==> config.mk <==
export PLATFORM = sky130hd
export DESIGN_NAME = line_rasterizer_flat
export DESIGN_NICKNAME = d
export VERILOG_FILES = /design/src/rtl/line_pkg.sv /design/src/rtl/line_rasterizer_if.sv /design/src/rtl/line_step.sv /design/src/rtl/line_rasterizer.sv /design/src/flat_wrapper.sv
export SDC_FILE = /design/constraint.sdc
export NUM_CORES = 1
export LEC_CHECK = 0
export BUFFER_PORTS_ARGS = -buffer_cell sky130_fd_sc_hd__buf_4
export CORE_ASPECT_RATIO = 0.75
export CORE_UTILIZATION = 40
export CTS_BUF_LIST = sky130_fd_sc_hd__clkbuf_16
export CTS_CLUSTER_SIZE = 28
export DETAILED_ROUTE_END_ITERATION = 8
export GPL_ROUTABILITY_DRIVEN = 0
export GPL_TIMING_DRIVEN = 1
export MAX_ROUTING_LAYER = met4
export PLACE_DENSITY = 0.65
export RECOVER_POWER = 100
export SLEW_MARGIN = 25
export SYNTH_ARGS = -nofsm -noshare
export SYNTH_HDL_FRONTEND = slang
export SYNTH_SLANG_ARGS = --single-unit
==> constraint.sdc <==
create_clock -name clk -period 6.7 [get_ports clk]
set_input_delay 2.01 -clock clk [delete_from_list [all_inputs] [get_ports clk]]
set_output_delay 2.01 -clock clk [all_outputs]
set_load 0.005 [all_outputs]
==> src/rtl/line_pkg.sv <==
// Shared types and width helpers for the line rasterizer.
package line_pkg;

  typedef enum logic [1:0] {
    ST_IDLE  = 2'd0,
    ST_SETUP = 2'd1,
    ST_DRAW  = 2'd2
  } state_e;

  // Signed error-term width: two bits of headroom cover 2*err without overflow.
  function automatic int unsigned err_w(input int unsigned xw, input int unsigned yw);
    return ((xw > yw) ? xw : yw) + 2;
  endfunction

endpackage

==> src/rtl/line_rasterizer_if.sv <==
// Command and pixel handshake bundle between a line producer and the rasterizer.
interface line_rasterizer_if #(
  parameter int unsigned X_WIDTH     = 10,
  parameter int unsigned Y_WIDTH     = 9,
  parameter int unsigned COLOR_WIDTH = 8,
  parameter int unsigned PAT_WIDTH   = 16
);
  logic                   cmd_valid;
  logic                   cmd_ready;
  logic [X_WIDTH-1:0]     cmd_x0;
  logic [X_WIDTH-1:0]     cmd_x1;
  logic [Y_WIDTH-1:0]     cmd_y0;
  logic [Y_WIDTH-1:0]     cmd_y1;
  logic [COLOR_WIDTH-1:0] cmd_color;
  logic [PAT_WIDTH-1:0]   cmd_pattern;
  logic                   abort;
  logic                   pix_valid;
  logic                   pix_ready;
  logic [X_WIDTH-1:0]     pix_x;
  logic [Y_WIDTH-1:0]     pix_y;
  logic [COLOR_WIDTH-1:0] pix_color;
  logic                   pix_last;
  logic                   busy;
  logic                   done;

  modport slave (
    input  cmd_valid, cmd_x0, cmd_x1, cmd_y0, cmd_y1, cmd_color, cmd_pattern, abort, pix_ready,
    output cmd_ready, pix_valid, pix_x, pix_y, pix_color, pix_last, busy, done
  );

  modport master (
    output cmd_valid, cmd_x0, cmd_x1, cmd_y0, cmd_y1, cmd_color, cmd_pattern, abort, pix_ready,
    input  cmd_ready, pix_valid, pix_x, pix_y, pix_color, pix_last, busy, done
  );
endinterface

==> src/rtl/line_step.sv <==
// One Bresenham step: next error term and point from the current ones.
module line_step
  import line_pkg::*;
#(
  parameter int unsigned X_WIDTH = 10,
  parameter int unsigned Y_WIDTH = 9,
  parameter int unsigned ERR_W   = err_w(X_WIDTH, Y_WIDTH)
) (
  input  logic signed [ERR_W-1:0] err_i,
  input  logic signed [ERR_W-1:0] dx_i,
  input  logic signed [ERR_W-1:0] dy_i,
  input  logic [X_WIDTH-1:0]      x_i,
  input  logic [Y_WIDTH-1:0]      y_i,
  input  logic                    sx_neg_i,
  input  logic                    sy_neg_i,
  output logic signed [ERR_W-1:0] err_c_o,
  output logic [X_WIDTH-1:0]      x_c_o,
  output logic [Y_WIDTH-1:0]      y_c_o
);

  logic signed [ERR_W-1:0] e2;
  logic signed [ERR_W-1:0] err_acc;

  // Both tests use the old err/e2; either, both or neither axis may move.
  always_comb begin
    e2      = err_i <<< 1;
    err_acc = err_i;
    x_c_o   = x_i;
    y_c_o   = y_i;
    if (e2 >= dy_i) begin
      err_acc = err_acc + dy_i;
      x_c_o   = sx_neg_i ? (x_i - X_WIDTH'(1)) : (x_i + X_WIDTH'(1));
    end
    if (e2 <= dx_i) begin
      err_acc = err_acc + dx_i;
      y_c_o   = sy_neg_i ? (y_i - Y_WIDTH'(1)) : (y_i + Y_WIDTH'(1));
    end
    err_c_o = err_acc;
  end

endmodule

==> src/rtl/line_rasterizer.sv <==
// Bresenham line rasterizer: accepts a line command and streams clipped, dashed pixels.
module line_rasterizer
  import line_pkg::*;
#(
  parameter int unsigned X_WIDTH     = 10,
  parameter int unsigned Y_WIDTH     = 9,
  parameter int unsigned COLOR_WIDTH = 8,
  parameter int unsigned PAT_WIDTH   = 16,
  parameter int unsigned H_RES       = 640,
  parameter int unsigned V_RES       = 400
) (
  input  logic               clk,
  input  logic               reset,
  line_rasterizer_if.slave   bus
);

  localparam int unsigned ERR_W = err_w(X_WIDTH, Y_WIDTH);
  localparam int unsigned IDX_W = (PAT_WIDTH > 1) ? $clog2(PAT_WIDTH) : 1;
  localparam int unsigned CMP_W = ERR_W + 32;
  localparam logic [IDX_W-1:0] IDX_MAX = IDX_W'(PAT_WIDTH - 1);

  state_e                  state_q, state_d;
  logic [X_WIDTH-1:0]      x_q, x_d, x1_q, x1_d;
  logic [Y_WIDTH-1:0]      y_q, y_d, y1_q, y1_d;
  logic [COLOR_WIDTH-1:0]  color_q, color_d;
  logic [PAT_WIDTH-1:0]    pat_q, pat_d;
  logic signed [ERR_W-1:0] err_q, err_d, dx_q, dx_d, dy_q, dy_d;
  logic                    sx_neg_q, sx_neg_d, sy_neg_q, sy_neg_d;
  logic [IDX_W-1:0]        idx_q, idx_d;
  logic                    pix_valid_q, pix_valid_d;
  logic                    pix_last_q, pix_last_d;
  logic                    done_q, done_d;

  logic signed [ERR_W-1:0] step_err;
  logic [X_WIDTH-1:0]      step_x;
  logic [Y_WIDTH-1:0]      step_y;
  logic signed [ERR_W-1:0] ddx, ddy;
  logic [IDX_W-1:0]        idx_nxt;
  logic                    at_end;
  logic                    advance;

  function automatic logic is_visible(input logic [X_WIDTH-1:0] x, input logic [Y_WIDTH-1:0] y,
                                      input logic pat_bit);
    return (CMP_W'(x) < CMP_W'(H_RES)) && (CMP_W'(y) < CMP_W'(V_RES)) && pat_bit;
  endfunction

  line_step #(
    .X_WIDTH (X_WIDTH),
    .Y_WIDTH (Y_WIDTH),
    .ERR_W   (ERR_W)
  ) u_step (
    .err_i    (err_q),
    .dx_i     (dx_q),
    .dy_i     (dy_q),
    .x_i      (x_q),
    .y_i      (y_q),
    .sx_neg_i (sx_neg_q),
    .sy_neg_i (sy_neg_q),
    .err_c_o  (step_err),
    .x_c_o    (step_x),
    .y_c_o    (step_y)
  );

  always_ff @(posedge clk) begin
    if (reset) begin
      state_q     <= ST_IDLE;
      x_q         <= '0;
      y_q         <= '0;
      x1_q        <= '0;
      y1_q        <= '0;
      color_q     <= '0;
      pat_q       <= '0;
      err_q       <= '0;
      dx_q        <= '0;
      dy_q        <= '0;
      sx_neg_q    <= 1'b0;
      sy_neg_q    <= 1'b0;
      idx_q       <= '0;
      pix_valid_q <= 1'b0;
      pix_last_q  <= 1'b0;
      done_q      <= 1'b0;
    end else begin
      state_q     <= state_d;
      x_q         <= x_d;
      y_q         <= y_d;
      x1_q        <= x1_d;
      y1_q        <= y1_d;
      color_q     <= color_d;
      pat_q       <= pat_d;
      err_q       <= err_d;
      dx_q        <= dx_d;
      dy_q        <= dy_d;
      sx_neg_q    <= sx_neg_d;
      sy_neg_q    <= sy_neg_d;
      idx_q       <= idx_d;
      pix_valid_q <= pix_valid_d;
      pix_last_q  <= pix_last_d;
      done_q      <= done_d;
    end
  end

  // Pixel outputs are registered one step ahead so a stalled pixel simply holds.
  always_comb begin
    state_d     = state_q;
    x_d         = x_q;
    y_d         = y_q;
    x1_d        = x1_q;
    y1_d        = y1_q;
    color_d     = color_q;
    pat_d       = pat_q;
    err_d       = err_q;
    dx_d        = dx_q;
    dy_d        = dy_q;
    sx_neg_d    = sx_neg_q;
    sy_neg_d    = sy_neg_q;
    idx_d       = idx_q;
    pix_valid_d = 1'b0;
    pix_last_d  = 1'b0;
    done_d      = 1'b0;
    ddx         = $signed(ERR_W'(x1_q)) - $signed(ERR_W'(x_q));
    ddy         = $signed(ERR_W'(y1_q)) - $signed(ERR_W'(y_q));
    idx_nxt     = (idx_q == IDX_MAX) ? '0 : (idx_q + IDX_W'(1));
    at_end      = (x_q == x1_q) && (y_q == y1_q);
    advance     = !pix_valid_q || bus.pix_ready;

    case (state_q)
      ST_IDLE: begin
        if (bus.cmd_valid && !bus.abort) begin
          x_d     = bus.cmd_x0;
          y_d     = bus.cmd_y0;
          x1_d    = bus.cmd_x1;
          y1_d    = bus.cmd_y1;
          color_d = bus.cmd_color;
          pat_d   = bus.cmd_pattern;
          state_d = ST_SETUP;
        end
      end

      ST_SETUP: begin
        if (bus.abort) begin
          state_d = ST_IDLE;
        end else begin
          dx_d        = ddx[ERR_W-1] ? -ddx : ddx;
          dy_d        = ddy[ERR_W-1] ? ddy : -ddy;
          err_d       = dx_d + dy_d;
          sx_neg_d    = !(x1_q > x_q);
          sy_neg_d    = !(y1_q > y_q);
          idx_d       = '0;
          pix_valid_d = is_visible(x_q, y_q, pat_q[0]);
          pix_last_d  = pix_valid_d && at_end;
          state_d     = ST_DRAW;
        end
      end

      ST_DRAW: begin
        if (bus.abort) begin
          state_d = ST_IDLE;
        end else if (!advance) begin
          pix_valid_d = pix_valid_q;
          pix_last_d  = pix_last_q;
        end else if (at_end) begin
          state_d = ST_IDLE;
          done_d  = 1'b1;
        end else begin
          x_d         = step_x;
          y_d         = step_y;
          err_d       = step_err;
          idx_d       = idx_nxt;
          pix_valid_d = is_visible(step_x, step_y, pat_q[idx_nxt]);
          pix_last_d  = pix_valid_d && (step_x == x1_q) && (step_y == y1_q);
        end
      end

      default: state_d = ST_IDLE;
    endcase
  end

  assign bus.cmd_ready = (state_q == ST_IDLE) && !reset;
  assign bus.busy      = (state_q != ST_IDLE);
  assign bus.pix_valid = pix_valid_q;
  assign bus.pix_last  = pix_last_q;
  assign bus.pix_x     = x_q;
  assign bus.pix_y     = y_q;
  assign bus.pix_color = color_q;
  assign bus.done      = done_q;

endmodule

==> src/flat_wrapper.sv <==
// flat-port wrapper written by rule: the top's interface ports become plain ports
module line_rasterizer_flat import line_pkg::*;
#(
  parameter int unsigned X_WIDTH     = 10,
  parameter int unsigned Y_WIDTH     = 9,
  parameter int unsigned COLOR_WIDTH = 8,
  parameter int unsigned PAT_WIDTH   = 16,
  parameter int unsigned H_RES       = 640,
  parameter int unsigned V_RES       = 400
)
  (clk, reset, bus_cmd_valid, bus_cmd_x0, bus_cmd_x1, bus_cmd_y0, bus_cmd_y1, bus_cmd_color, bus_cmd_pattern, bus_abort, bus_pix_ready, bus_cmd_ready, bus_pix_valid, bus_pix_x, bus_pix_y, bus_pix_color, bus_pix_last, bus_busy, bus_done);
  line_rasterizer_if #(.X_WIDTH(X_WIDTH), .Y_WIDTH(Y_WIDTH), .COLOR_WIDTH(COLOR_WIDTH), .PAT_WIDTH(PAT_WIDTH)) bus_i ();
  input  logic clk;
  input  logic reset;
  input wire logic [$bits(bus_i.cmd_valid)-1:0] bus_cmd_valid;
  input wire logic [$bits(bus_i.cmd_x0)-1:0] bus_cmd_x0;
  input wire logic [$bits(bus_i.cmd_x1)-1:0] bus_cmd_x1;
  input wire logic [$bits(bus_i.cmd_y0)-1:0] bus_cmd_y0;
  input wire logic [$bits(bus_i.cmd_y1)-1:0] bus_cmd_y1;
  input wire logic [$bits(bus_i.cmd_color)-1:0] bus_cmd_color;
  input wire logic [$bits(bus_i.cmd_pattern)-1:0] bus_cmd_pattern;
  input wire logic [$bits(bus_i.abort)-1:0] bus_abort;
  input wire logic [$bits(bus_i.pix_ready)-1:0] bus_pix_ready;
  output wire logic [$bits(bus_i.cmd_ready)-1:0] bus_cmd_ready;
  output wire logic [$bits(bus_i.pix_valid)-1:0] bus_pix_valid;
  output wire logic [$bits(bus_i.pix_x)-1:0] bus_pix_x;
  output wire logic [$bits(bus_i.pix_y)-1:0] bus_pix_y;
  output wire logic [$bits(bus_i.pix_color)-1:0] bus_pix_color;
  output wire logic [$bits(bus_i.pix_last)-1:0] bus_pix_last;
  output wire logic [$bits(bus_i.busy)-1:0] bus_busy;
  output wire logic [$bits(bus_i.done)-1:0] bus_done;
  assign bus_i.cmd_valid = bus_cmd_valid;
  assign bus_i.cmd_x0 = bus_cmd_x0;
  assign bus_i.cmd_x1 = bus_cmd_x1;
  assign bus_i.cmd_y0 = bus_cmd_y0;
  assign bus_i.cmd_y1 = bus_cmd_y1;
  assign bus_i.cmd_color = bus_cmd_color;
  assign bus_i.cmd_pattern = bus_cmd_pattern;
  assign bus_i.abort = bus_abort;
  assign bus_i.pix_ready = bus_pix_ready;
  assign bus_cmd_ready = bus_i.cmd_ready;
  assign bus_pix_valid = bus_i.pix_valid;
  assign bus_pix_x = bus_i.pix_x;
  assign bus_pix_y = bus_i.pix_y;
  assign bus_pix_color = bus_i.pix_color;
  assign bus_pix_last = bus_i.pix_last;
  assign bus_busy = bus_i.busy;
  assign bus_done = bus_i.done;
  line_rasterizer #(.X_WIDTH(X_WIDTH), .Y_WIDTH(Y_WIDTH), .COLOR_WIDTH(COLOR_WIDTH), .PAT_WIDTH(PAT_WIDTH), .H_RES(H_RES), .V_RES(V_RES)) u_core (.clk(clk), .reset(reset), .bus(bus_i));
endmodule
Word level (Yosys, flattened, before mapping)
Cells that the tools add are included.
{"block": "op_classes", "addsub": 12, "n_mul": 0, "div_mod_pow": 0, "order_cmp": 9, "n_eq_ne": 14, "n_shift": 0, "muxes": 48, "bitwise": 3, "n_reduce_logical": 26}
{"operator": "12-bit 2-to-1 mux", "n": 8}
{"operator": "10-bit 2-to-1 mux", "n": 6}
{"operator": "9-bit 2-to-1 mux", "n": 6}
{"operator": "12-bit adder", "n": 3}
{"operator": "12-bit negation", "n": 2}
{"operator": "12-bit case mux with 2 select lines", "n": 1}
{"operator": "10-bit equality test", "n": 2}
{"operator": "10-bit < comparator, second input constant", "n": 2}
{"operator": "4-bit 2-to-1 mux", "n": 5}
{"operator": "10-bit case mux with 2 select lines", "n": 1}
{"operator": "9-bit equality test", "n": 2}
{"operator": "9-bit < comparator, second input constant", "n": 2}
{"operator": "9-bit case mux with 2 select lines", "n": 1}
{"operator": "12-bit >= comparator", "n": 1}
{"operator": "12-bit less-or-equal comparator", "n": 1}
{"operator": "10-bit by 10-bit subtractor with 11-bit output", "n": 1}
{"operator": "10-bit by 1-bit adder with 10-bit output, second input constant", "n": 1}
{"operator": "10-bit > comparator", "n": 1}
{"operator": "1-bit logical AND", "n": 10}
{"operator": "1-bit 2-to-1 mux", "n": 10}
{"operator": "2-bit 2-to-1 mux", "n": 5}
{"operator": "5-bit AND reduction", "n": 2}
{"operator": "10-bit by 1-bit subtractor with 10-bit output, second input constant", "n": 1}
{"operator": "9-bit by 9-bit subtractor with 10-bit output", "n": 1}
{"operator": "23 further kinds", "n": 37}
{"block": "word_totals", "register_bits": 109, "latchBits": 0, "ram_bits": 0, "rom_bits": 0, "input_bits": 67, "output_inout_bits": 32, "wordCells": 128, "memories": 0}

Logic depth before layout (Yosys ltp)
{"block": "logic_depth", "ltp_word": 12, "ltp_mapped": 22, "ltp_nobuf": 22}

Cells and area by module
From an unflattened synthesis, not the netlist that was laid out.
{"block": "hier_totals", "hier_cells": 1149, "hier_area_um2": 8939.8}
{"mod": "line_rasterizer", "n_inst": 1, "cells_each": 801, "area_per_inst_um2": 6357.3, "seq_area_each_um2": 2182.1}
{"mod": "line_step", "n_inst": 1, "cells_each": 348, "area_per_inst_um2": 2582.5, "seq_area_each_um2": 0.0}

Least setup slack after synthesis
No wires, ideal clock.
{"block": "synth_timing", "path_kind": "input to output", "startpoint": "input reset", "endpoint": "output bus_cmd_ready", "arrival_time_ns": 2.626, "t_required_ns": 4.690, "slack_ns": 2.064, "path_stages": 3, "path_buffers": 2, "cell_sequence": "clkbuf_1 clkbuf_1 nor2_1"}
{"block": "synth_via", "elab_chain_len": 2}
{"element": "from (decl)", "line_no": "flat_wrapper.sv:14", "source": "input logic reset;"}
{"element": "1-bit zero test", "line_no": "line_rasterizer.sv:178", "source": "assign bus.cmd_ready = (state_q == ST_IDLE) && !reset;"}
{"element": "1-bit logical AND", "line_no": "line_rasterizer.sv:178"}
{"element": "to (decl)", "line_no": "flat_wrapper.sv:24", "source": "output wire logic [$bits(bus_i.cmd_ready)-1:0] bus_cmd_ready;"}
Every way passes these cells.

Worst setup path in the final report
Ends and elaborated chain as after synthesis.

==> flow_metrics.py <==
metrics = {
    "outcome": {
        "outcome": "finished, violations left",
        "violations": "capacitance limit, slew limit",
    },
    "grt": {
        "overflow": 0,
        "grt_use_total_pct": 24.6,
        "grt_pass1_wl_microns": 43600,
        "grt_max_degree": 84,
        "antenna_found_initial": 0,
        "grt_pass1_vias": 8155,
    },
    "drt": {
        "via_per_inst": 5.62,
        "wl_per_cell_microns": 17.7,
        "routed_wirelength_microns": 27200,
        "drt_first_iter_violations": 635,
        "first_pass_iters": 5,
        "routed-via-count": 8657,
        "postRouteAntennaNets": 0,
        "route.detailed.drc": 0,
    },
    "timing": {
        "rsz0062_at_grt": "no",
        "timing.fmax_mhz": 198,
        "worst_pin_slew_ns": 2.37,
        "period_minus_slack_ns": 5.05,
        "fin_tns_setup_ns": 0,
        "final-max-slew-violation-count": 129,
        "relSlewSlack_pct": -58.3,
        "skew_ns": 0.0132,
        "setup_violations": 0,
        "period_share_pct": 75.4,
        "hold_viol_final": 0,
        "hold_ws_ns": 0.455,
    },
    "die": {
        "die_width_microns": 175,
        "die_y_microns": 132,
        "rows": 47,
        "dieArea_sq_mm": 0.0231,
        "core-area_sq_mm": 0.0221,
        "start_util_pct": 40.7,
        "io-pin-count": 99,
    },
    "power_and_ir_drop": {
        "max-vdd-ir-drop_v": 0.000156,
        "p_per_area_mw_per_mm2": 269,
        "switching_share_pct": 42.5,
        "p_sw_uw": 1170,
        "power.share.clock_pct": 21.4,
        "internal_power_uw": 1590,
        "p_leak_uw": 0.00436,
        "p_seq_share_pct": 26.3,
        "p_comb_share_pct": 52.3,
    },
    "final_layout": {
        "final_common_cell": "nand2_1",
        "fin_util_pct": 46.5,
        "final_cell_mix": "149 x nand2_1, 123 x nor2_1, 109 x a21oi_1",
        "area.growth.synth_to_final_pct": 14.3,
        "n_antenna_cell": 0,
        "num-nets-final": 1408,
        "design_area_sq_mm": 0.0103,
        "drive_above_1_share_pct": 11.9,
    },
    "clock_tree": {
        "cts_made_buffers": 9,
        "clock_path_buffers": 2,
        "clock-root-buffer": "clkbuf_16",
        "h-tree-depth": 3,
        "cts_tree": "yes",
        "ctsResizeCount": 0,
        "post-cts-setup-buffers": 0,
        "cts.reportedPaths.clkPinSlew_ns": 0.08,
        "ctsHoldBuffers": 0,
        "clk_latency_ns": 0.37,
        "cts.sinks": 108,
    },
    "min_path": {
        "hold_path_end": "u_core.pat_q[14]",
        "hold_path_startpoint": "u_core.pat_q[14]",
        "hold_depth": 2,
        "hold_path.class": "flop to flop",
    },
    "setup_path": {
        "end_kind": "primary output",
        "worstReg2RegEnd": "u_core.err_q[9]",
        "crit_start": "reset",
        "r2r_slack_ns": 1.81,
        "criticalPathCategory": "input pin to primary output",
        "worstPathRequired_ns": 4.69,
        "cp.arrival_ns": 3.04,
        "worstReg2RegStart": "u_core.dy_q[1]",
        "start_kind": "input pin",
        "worstPathMaxFanout": 20,
        "r2r_cells": 18,
    },
    "synth": {
        "ys_seq_area_share_pct": 24.1,
        "ys_warn_count": 0,
        "syn_area_sq_mm": 0.00898,
        "async_reset_ff_share_pct": 0,
        "synth_top_flop_cell": "dfxtp_1",
        "synth_seq_cells": 108,
        "synth_nets": 1336,
        "synth.distinct_cells": 77,
        "syn_inst": 1170,
        "synth-edff-count": 0,
        "avgSynthCellArea_sq_um": 7.67,
    },
    "job": {
        "drv_cap": 2,
    },
    "placed_design": {
        "dp_hpwl_microns": 20800,
        "placed_cell_area_sq_mm": 0.00997,
        "io_buffers": 98,
    },
}
-- power by group through the flow --
| stage | registers [uW] | clock network, uW | logic (uW) |
|---|---|---|---|
| after floorplan | 722 | 0 | 1080 |
| after global placement | 738 | 0 | 1410 |
| after detailed placement | 739 | 0 | 1430 |
| after CTS | 725 | 600 | 1440 |
| after global routing | 731 | 622 | 1590 |
| final | 726 | 589 | 1440 |
-- how the worst max path moves through the flow --
stage	to	slack [ns]	cells past startpoint
final	bus_cmd_ready	1.65	3
after global routing	u_core.err_q[9]	1.27	21
after CTS	u_core.err_q[9]	1.90	17
after detailed placement	u_core.err_q[9]	1.96	17
after global placement	u_core.err_q[9]	2.02	17
after floorplan	bus_cmd_ready	2.06	3
-- registers in the layout (all words and copies together), names as in the netlist --
signal,cells
u_core.dy_q,12
u_core.bus.pix_color,8
u_core.bus.pix_y,9
u_core.sy_neg_q,1
u_core.sx_neg_q,1
u_core.dx_q,12
u_core.err_q,11
u_core.state_q,2
u_core.pat_q,16
u_core.idx_q,4
u_core.bus.pix_valid,1
u_core.x1_q,10
u_core.bus.done,1
u_core.bus.pix_last,1
u_core.bus.pix_x,10
u_core.y1_q,9
-- layout make-up --
class	count	area [sq um]
multi-input cells	938	6340
flip-flops and latches	108	2160
repair buffers	106	771
clock inverters	7	93.8
fillers	2197	11800
inverters	79	297
well taps	294	368
clock buffers	9	225
-- layer usage --
metal  wire length [microns]  track usage [%]  up-vias  part of all wire [%]
met1                   13500             35.7     4046                    50
met2                   11200             34.5      268                    41
li1                        -                -     4312                     -
met5                       0                -        -                     0
met4                     423             6.33        0                   1.6
met3                    2060             4.84       31                   7.6
-- logic make-up after synthesis --
logic type               after synthesis  synth area share [%]
AND/OR/NAND/NOR                      409                  20.9
AO/OA/AOI/OAI                        327                  23.7
buffers and inverters                124                  5.25
flip-flops                           108                  24.1
adder cells (fa/ha/maj)               99                  14.4
XOR/XNOR                              81                  8.36
multiplexers                          22                  3.23
-- synthesized netlist by cell type, types with 5 or more instances --
library cell	number	area, sq um
nand2_1	149	559
nor2_1	124	465
a21oi_1	108	541
dfxtp_1	108	2160
ha_1	92	1150
inv_1	78	293
xnor2_1	57	499
o21ai_0	48	240
clkbuf_1	38	143
nor3_1	31	155
a211oi_1	26	195
nand3_1	21	105
xor2_1	21	184
a21o_1	20	150
nor2b_1	16	100
o22ai_1	16	100
a31oi_1	14	87.6
mux2i_1	11	110
o211ai_1	11	82.6
nand4_1	10	62.6
o21a_1	10	75.1
nand2b_1	9	56.3
and3_1	8	50.1
or3_1	8	50.1
fa_1	7	140
or2_2	7	43.8
a211o_1	6	52.6
a21boi_0	6	45.0
and2_1	6	37.5
mux2_2	6	67.6
a311oi_1	5	43.8
buf_2	5	25.0
nor4_1	5	31.3
o22a_1	5	43.8
-- stage by stage --
stage / cells / setup slack (ns) / power [uW]
floorplan: 1170 / 2.06 / 1810
global placement: 1525 / 2.02 / 2150
detailed placement: 1525 / 1.96 / 2160
CTS: 1541 / 1.90 / 2760
global route: 1541 / 1.27 / 2950
finish: 1541 / 1.65 / 2760
-- worst max-delay path: stages --
cell and delay [ns]:
clkbuf_1 0.77, nor2_1 0.08, clkbuf_4 0.18
(Power assumes the default switching activity.)
